## config.mk

```make
export PLATFORM = sky130hd
export DESIGN_NAME = rv32i_wbarbiter
export DESIGN_NICKNAME = d
export VERILOG_FILES = /design/src/rtl/rv32i_wbarbiter.sv
export SDC_FILE = /design/constraint.sdc
export NUM_CORES = 1
export LEC_CHECK = 0
export BUFFER_PORTS_ARGS = -buffer_cell sky130_fd_sc_hd__buf_2
export CORE_ASPECT_RATIO = 1.4
export CORE_MARGIN = 4
export CORE_UTILIZATION = 30
export CTS_CLUSTER_DIAMETER = 40
export DETAILED_ROUTE_END_ITERATION = 7
export GPL_TIMING_DRIVEN = 0
export PLACE_DENSITY = 0.62
export SYNTH_ARGS = -nofsm -noshare
export SYNTH_HDL_FRONTEND = slang
export SYNTH_SLANG_ARGS = --single-unit
```

## constraint.sdc

```tcl
create_clock -name clk_i -period 8.4 [get_ports clk_i]
set_input_delay 1.26 -clock clk_i [delete_from_list [all_inputs] [get_ports clk_i]]
set_output_delay 1.26 -clock clk_i [all_outputs]
set_load 0.01 [all_outputs]
```

## src/rtl/rv32i_wbarbiter.sv

```systemverilog
// rv32i_wbarbiter: shares the register-file write port between pipeline writeback and a multi-cycle unit
// Ports:
//   clk_i, reset_ni                          clock, synchronous active-low reset
//   pipe_en_i/pipe_reg_i/pipe_data_i         pipeline writeback request
//   mc_valid_i/mc_reg_i/mc_data_i/mc_ready_o multi-cycle result push handshake
//   stall_pipe_o                             pipeline must present a bubble this cycle
//   wb_en_o/wb_reg_o/wb_data_o               registered register-file write port
//   df_wb_enable_o/df_wb_reg_o/df_wb_data_o  forwarding copy of the write port
//   fifo_count_o                             occupied FIFO entries, killed ones included
module rv32i_wbarbiter #(
  parameter int DEPTH = 2,
  parameter int STARVE_MAX = 4,
  localparam int CW = $clog2(DEPTH + 1),
  localparam int PW = DEPTH > 1 ? $clog2(DEPTH) : 1,
  localparam int SW = $clog2(STARVE_MAX + 1)
) (
  input  logic          clk_i,
  input  logic          reset_ni,
  input  logic          pipe_en_i,
  input  logic [4:0]    pipe_reg_i,
  input  logic [31:0]   pipe_data_i,
  input  logic          mc_valid_i,
  input  logic [4:0]    mc_reg_i,
  input  logic [31:0]   mc_data_i,
  output logic          mc_ready_o,
  output logic          stall_pipe_o,
  output logic          wb_en_o,
  output logic [4:0]    wb_reg_o,
  output logic [31:0]   wb_data_o,
  output logic          df_wb_enable_o,
  output logic [4:0]    df_wb_reg_o,
  output logic [31:0]   df_wb_data_o,
  output logic [CW-1:0] fifo_count_o
);
  logic [4:0] reg_q [DEPTH];
  logic [31:0] dat_q [DEPTH];
  logic [DEPTH-1:0] kill_q, kill_d;
  logic [PW-1:0] rd_q, wr_q;
  logic [CW-1:0] cnt_q, cnt_d;
  logic [SW-1:0] starve_q, starve_d;
  logic stall_q, stall_d, wb_en_q, wb_en_d;
  logic [4:0] wb_reg_q, wb_reg_d;
  logic [31:0] wb_data_q, wb_data_d;
  logic pipe_req, head_v, head_ok, pop, push, head_wr;

  function automatic logic [PW-1:0] nxt(input logic [PW-1:0] p);
    return p == PW'(DEPTH - 1) ? '0 : p + PW'(1);
  endfunction

  assign mc_ready_o = reset_ni && cnt_q < CW'(DEPTH);
  assign pipe_req = pipe_en_i && pipe_reg_i != 5'd0 && !stall_q;
  assign head_v = cnt_q != '0;
  assign head_ok = head_v && !kill_q[rd_q];
  // a killed head is popped silently; pop only ever happens when the pipeline is idle
  assign pop = head_v && !pipe_req;
  assign head_wr = pop && head_ok;
  // register x0 results are accepted but never need writing
  assign push = mc_valid_i && mc_ready_o && mc_reg_i != 5'd0;

  always_comb begin
    kill_d = kill_q;
    // pipeline writes are always newer, so buffered results to the same register are dead
    for (int i = 0; i < DEPTH; i++)
      if (pipe_req && reg_q[i] == pipe_reg_i) kill_d[i] = 1'b1;
    if (push) kill_d[wr_q] = pipe_req && mc_reg_i == pipe_reg_i;
    cnt_d = cnt_q + CW'(push) - CW'(pop);
    wb_en_d = pipe_req || head_wr;
    wb_reg_d = pipe_req ? pipe_reg_i : head_wr ? reg_q[rd_q] : wb_reg_q;
    wb_data_d = pipe_req ? pipe_data_i : head_wr ? dat_q[rd_q] : wb_data_q;
    // the stall cycle blocks pipe_req, so the head is guaranteed its slot then
    stall_d = pipe_req && head_ok && starve_q == SW'(STARVE_MAX - 1);
    starve_d = (pipe_req && head_ok && !stall_d) ? starve_q + SW'(1) : '0;
  end

  always_ff @(posedge clk_i) begin
    if (!reset_ni) begin
      rd_q <= '0;
      wr_q <= '0;
      cnt_q <= '0;
      kill_q <= '0;
      starve_q <= '0;
      stall_q <= 1'b0;
      wb_en_q <= 1'b0;
      wb_reg_q <= '0;
      wb_data_q <= '0;
    end else begin
      cnt_q <= cnt_d;
      kill_q <= kill_d;
      starve_q <= starve_d;
      stall_q <= stall_d;
      wb_en_q <= wb_en_d;
      wb_reg_q <= wb_reg_d;
      wb_data_q <= wb_data_d;
      if (pop) rd_q <= nxt(rd_q);
      if (push) wr_q <= nxt(wr_q);
    end
  end

  always_ff @(posedge clk_i) begin
    if (push) begin
      reg_q[wr_q] <= mc_reg_i;
      dat_q[wr_q] <= mc_data_i;
    end
  end

  assign stall_pipe_o = stall_q;
  assign wb_en_o = wb_en_q;
  assign wb_reg_o = wb_reg_q;
  assign wb_data_o = wb_data_q;
  assign df_wb_enable_o = wb_en_q;
  assign df_wb_reg_o = wb_reg_q;
  assign df_wb_data_o = wb_data_q;
  assign fifo_count_o = cnt_q;
endmodule

```

==> flow_summary_export.csv <==
group,metric,value,unit
clocking,clock_sinks,123,
timing,worst_pin_slew,0.930,ns
clocking,clock-root-buffer,"clkbuf_16",
final_layout,syn_to_final_growth,32.1,%
synthesis,synth_cell_type_count,38,
final_layout,fin_nets,702,
floorplan,die-area,0.0197,mm^2
clocking,numCtsBuffers,17,
global_route,antenna_found_initial,2,
floorplan,start_util,30.5,%
synthesis,yosysSeqAreaShare,60.9,%
timing,drv_slew,0,
final_layout,regArea,0.00320,mm^2
placed_design,post-place-ws,4.66,ns
final_layout,multi_input_area,0.00161,mm^2
timing,hold_viol,0,
floorplan,die-width,120,um
routing,final_antenna_net_count,0,
synthesis,synth_edf_count,74,
timing,setup_tns,0,ns
final_layout,drive_gt1_share,37.9,%
synthesis,ys_seq_elements,123,
worst_setup_path,critPathLaunchType,"primary input",
synthesis,syn_inst,444,
timing,post-route-period-util,39.8,%
placed_design,place_congestion,0.828,
timing,setup_ws,5.06,ns
synthesis,ys.flop_type,"edfxtp_1",
routing,route.met3.wl,698,um
routing,routedWlPerCell,16.4,um
clocking,postCtsSetupBuffers,0,
pwr,ir_drop,0.102,mV
timing,grt_setup_unrepaired,"no",
worst_setup_path,end_kind,"flop",
timing,skew,0.00773,ns
routing,dr.pass1.iters,4,
pwr,power.density,281,mW/mm^2
floorplan,core-area,0.0173,mm^2
placed_design,hpwl,10300,um
final_layout,fin_util,40.2,%
worst_setup_path,critPathArrivalTime,3.62,ns
placed_design,dp_cells,837,
floorplan,rows,57,
synthesis,synthArstFlopShare,0,%
routing,highest_layer,"met5",
routing,viasPerCell,4.64,
worst_hold_path,hold_class,"flop to flop",
clocking,cts.reportedPaths.clkPinSlew,0.06,ns
pwr,leakage,2.82,nW
synthesis,avgSynthCellArea,11.8,um^2
status,outcome,"complete, no violations",
global_route,grt_pass1_vias,4089,
global_route,grt.total_usage,14.4,%
global_route,overflow,0,
clocking,cts_tree,"built",
synthesis,synth_area,0.00526,mm^2
routing,drt-met1-wl,5620,um
worst_setup_path,cp.required,8.67,ns
routing,drt-total-wl,14200,um
clocking,ctsHoldBuffers,0,
routing,drc,0,
clocking,insertion_delay,0.41,ns
final_layout,nFillCells,1719,
routing,vias,4030,
global_route,grt_pass1_wl,21800,um
routing,drtIter0Drc,229,
worst_setup_path,path_class,"primary input to flop",
final_layout,design_area,0.00694,mm^2
final_layout,final_cells,869,
floorplan,fp.dieH,165,um
worst_setup_path,cp_max_fo,10,
clocking,clock_path_buffers,2,
synthesis,yosysWarnings,0,
timing,slew_headroom,37.9,%
clocking,ctsHtreeMaxLevel,4,
timing,fmax,299,MHz
floorplan,io-pin-count,158,
placed_design,numPortBuffers,156,
final_layout,antenna_cells,0,
timing,setup_viol,0,
placed_design,placed_area,0.00637,mm^2
global_route,grt_max_degree,38,
timing,finalCriticalPeriod,3.34,ns
routing,dr_wl_met2,7620,um
run,drv_cap,0,
synthesis,synth_nets,526,
clocking,cts_resized,0,
[path summary, 6_finish.rpt]
path                            from                          to  depth (start not counted)  slack, ns
max reg2reg  stall_pipe_o$_SDFF_PN0_  fifo_count_o[1]$_SDFF_PN0_                         12       5.69
min           starve_q[0]$_SDFF_PN0_      starve_q[0]$_SDFF_PN0_                          1       0.42
max                        pipe_en_i  fifo_count_o[1]$_SDFF_PN0_                         13       5.06
min reg2reg   starve_q[0]$_SDFF_PN0_      starve_q[0]$_SDFF_PN0_                          1       0.42
[cell type report]
| cell class | instances | share of cell area (%) |
|---|---|---|
| Buffer | 69 | 6.13 |
| Clock buffer | 17 | 6.13 |
| Clock inverter | 15 | 2.16 |
| Inverter | 6 | 0.324 |
| Multi-Input combinational cell | 246 | 23.2 |
| Sequential cell | 123 | 46.1 |
| Tap cell | 236 | 4.25 |
| Timing Repair Buffer | 157 | 11.6 |
[sequential cells by signal (all words and copies together) (netlist names), named ones only]
signal / count
dat_q: 64
df_wb_data_o: 32
reg_q: 10
df_wb_reg_o: 5
starve_q: 3
fifo_count_o: 2
kill_q: 2
df_wb_enable_o: 1
rd_q: 1
stall_pipe_o: 1
wr_q: 1
[cells in the final DEF, fill, tap and decap left out, types with 3 or more instances in the layout]
cell type and count:
clkbuf_1 21, clkinv_2 4, xor2_1 12, mux2i_1 38, nand3_1 38, clkinvlp_4 3, inv_1 4, nand2_1 36
nor2_1 10, dfxtp_1 49, a21oi_1 38, xnor2_1 6, buf_2 160, buf_4 41, ha_1 4, o211ai_1 37
edfxtp_1 74, nor3_1 5, clkbuf_16 17, clkinv_4 3
[worst max-delay path: stages]
cell,delay (ns)
buf_2,0.07
nor2b_1,0.11
clkbuf_1,0.36
o21a_1,0.21
buf_6,0.12
clkbuf_1,0.47
nor2_1,0.12
ha_1,0.31
inv_1,0.06
ha_1,0.16
xor2_1,0.17
xnor2_1,0.14
nor2_1,0.05
[routing by layer]
metal | vias to the layer above | global-route usage, %
met5 | - | 0
met4 | 4 | 6.41
met3 | 25 | 3.25
met2 | 119 | 26.1
met1 | 1947 | 16.2
li1 | 1935 | -
[per-stage QoR]
step           total power, mW  hold slack [ns]
4_1_cts                   1.98            0.425
3_3_place_gp              1.25            0.411
6_report                  1.95            0.423
3_5_place_dp              1.26            0.416
5_1_grt                   2.05            0.443
2_1_floorplan             1.07            0.399
[cell families after synthesis]
logic type | count (synthesis) | synth area share (%)
buf+inv | 75 | 8.52
mux | 38 | 7.23
compound gates | 85 | 10.4
fa+ha+maj | 4 | 0.952
flops | 123 | 60.9
simple gates | 101 | 8.97
xor+xnor | 18 | 3.00
[synth_stat cells (2+ instances only)]
cell / number / area [um^2]
and2_1: 2 / 12.5
ha_1: 4 / 50.1
buf_1: 2 / 7.51
xnor2_1: 6 / 52.6
inv_1: 5 / 18.8
clkbuf_1: 21 / 78.8
buf_4: 41 / 308
edfxtp_1: 74 / 2220
buf_2: 4 / 20.0
o211ai_1: 37 / 278
xor2_1: 12 / 105
a21oi_1: 38 / 190
nand3_1: 38 / 190
nor2_1: 11 / 41.3
nor2b_1: 2 / 12.5
nor3_1: 5 / 25.0
dfxtp_1: 49 / 981
nand2_1: 36 / 135
mux2i_1: 38 / 380
[power breakdown]
| group | switching, mW | total (mW) | internal (mW) | leakage (nW) |
|---|---|---|---|---|
| Combinational | 0.287 | 0.499 | 0.212 | 1.46 |
| Clock | 0.274 | 0.710 | 0.436 | 0.277 |
| Sequential | 0.0371 | 0.743 | 0.706 | 1.08 |
Note: power is estimated with default switching activity, not from simulation.
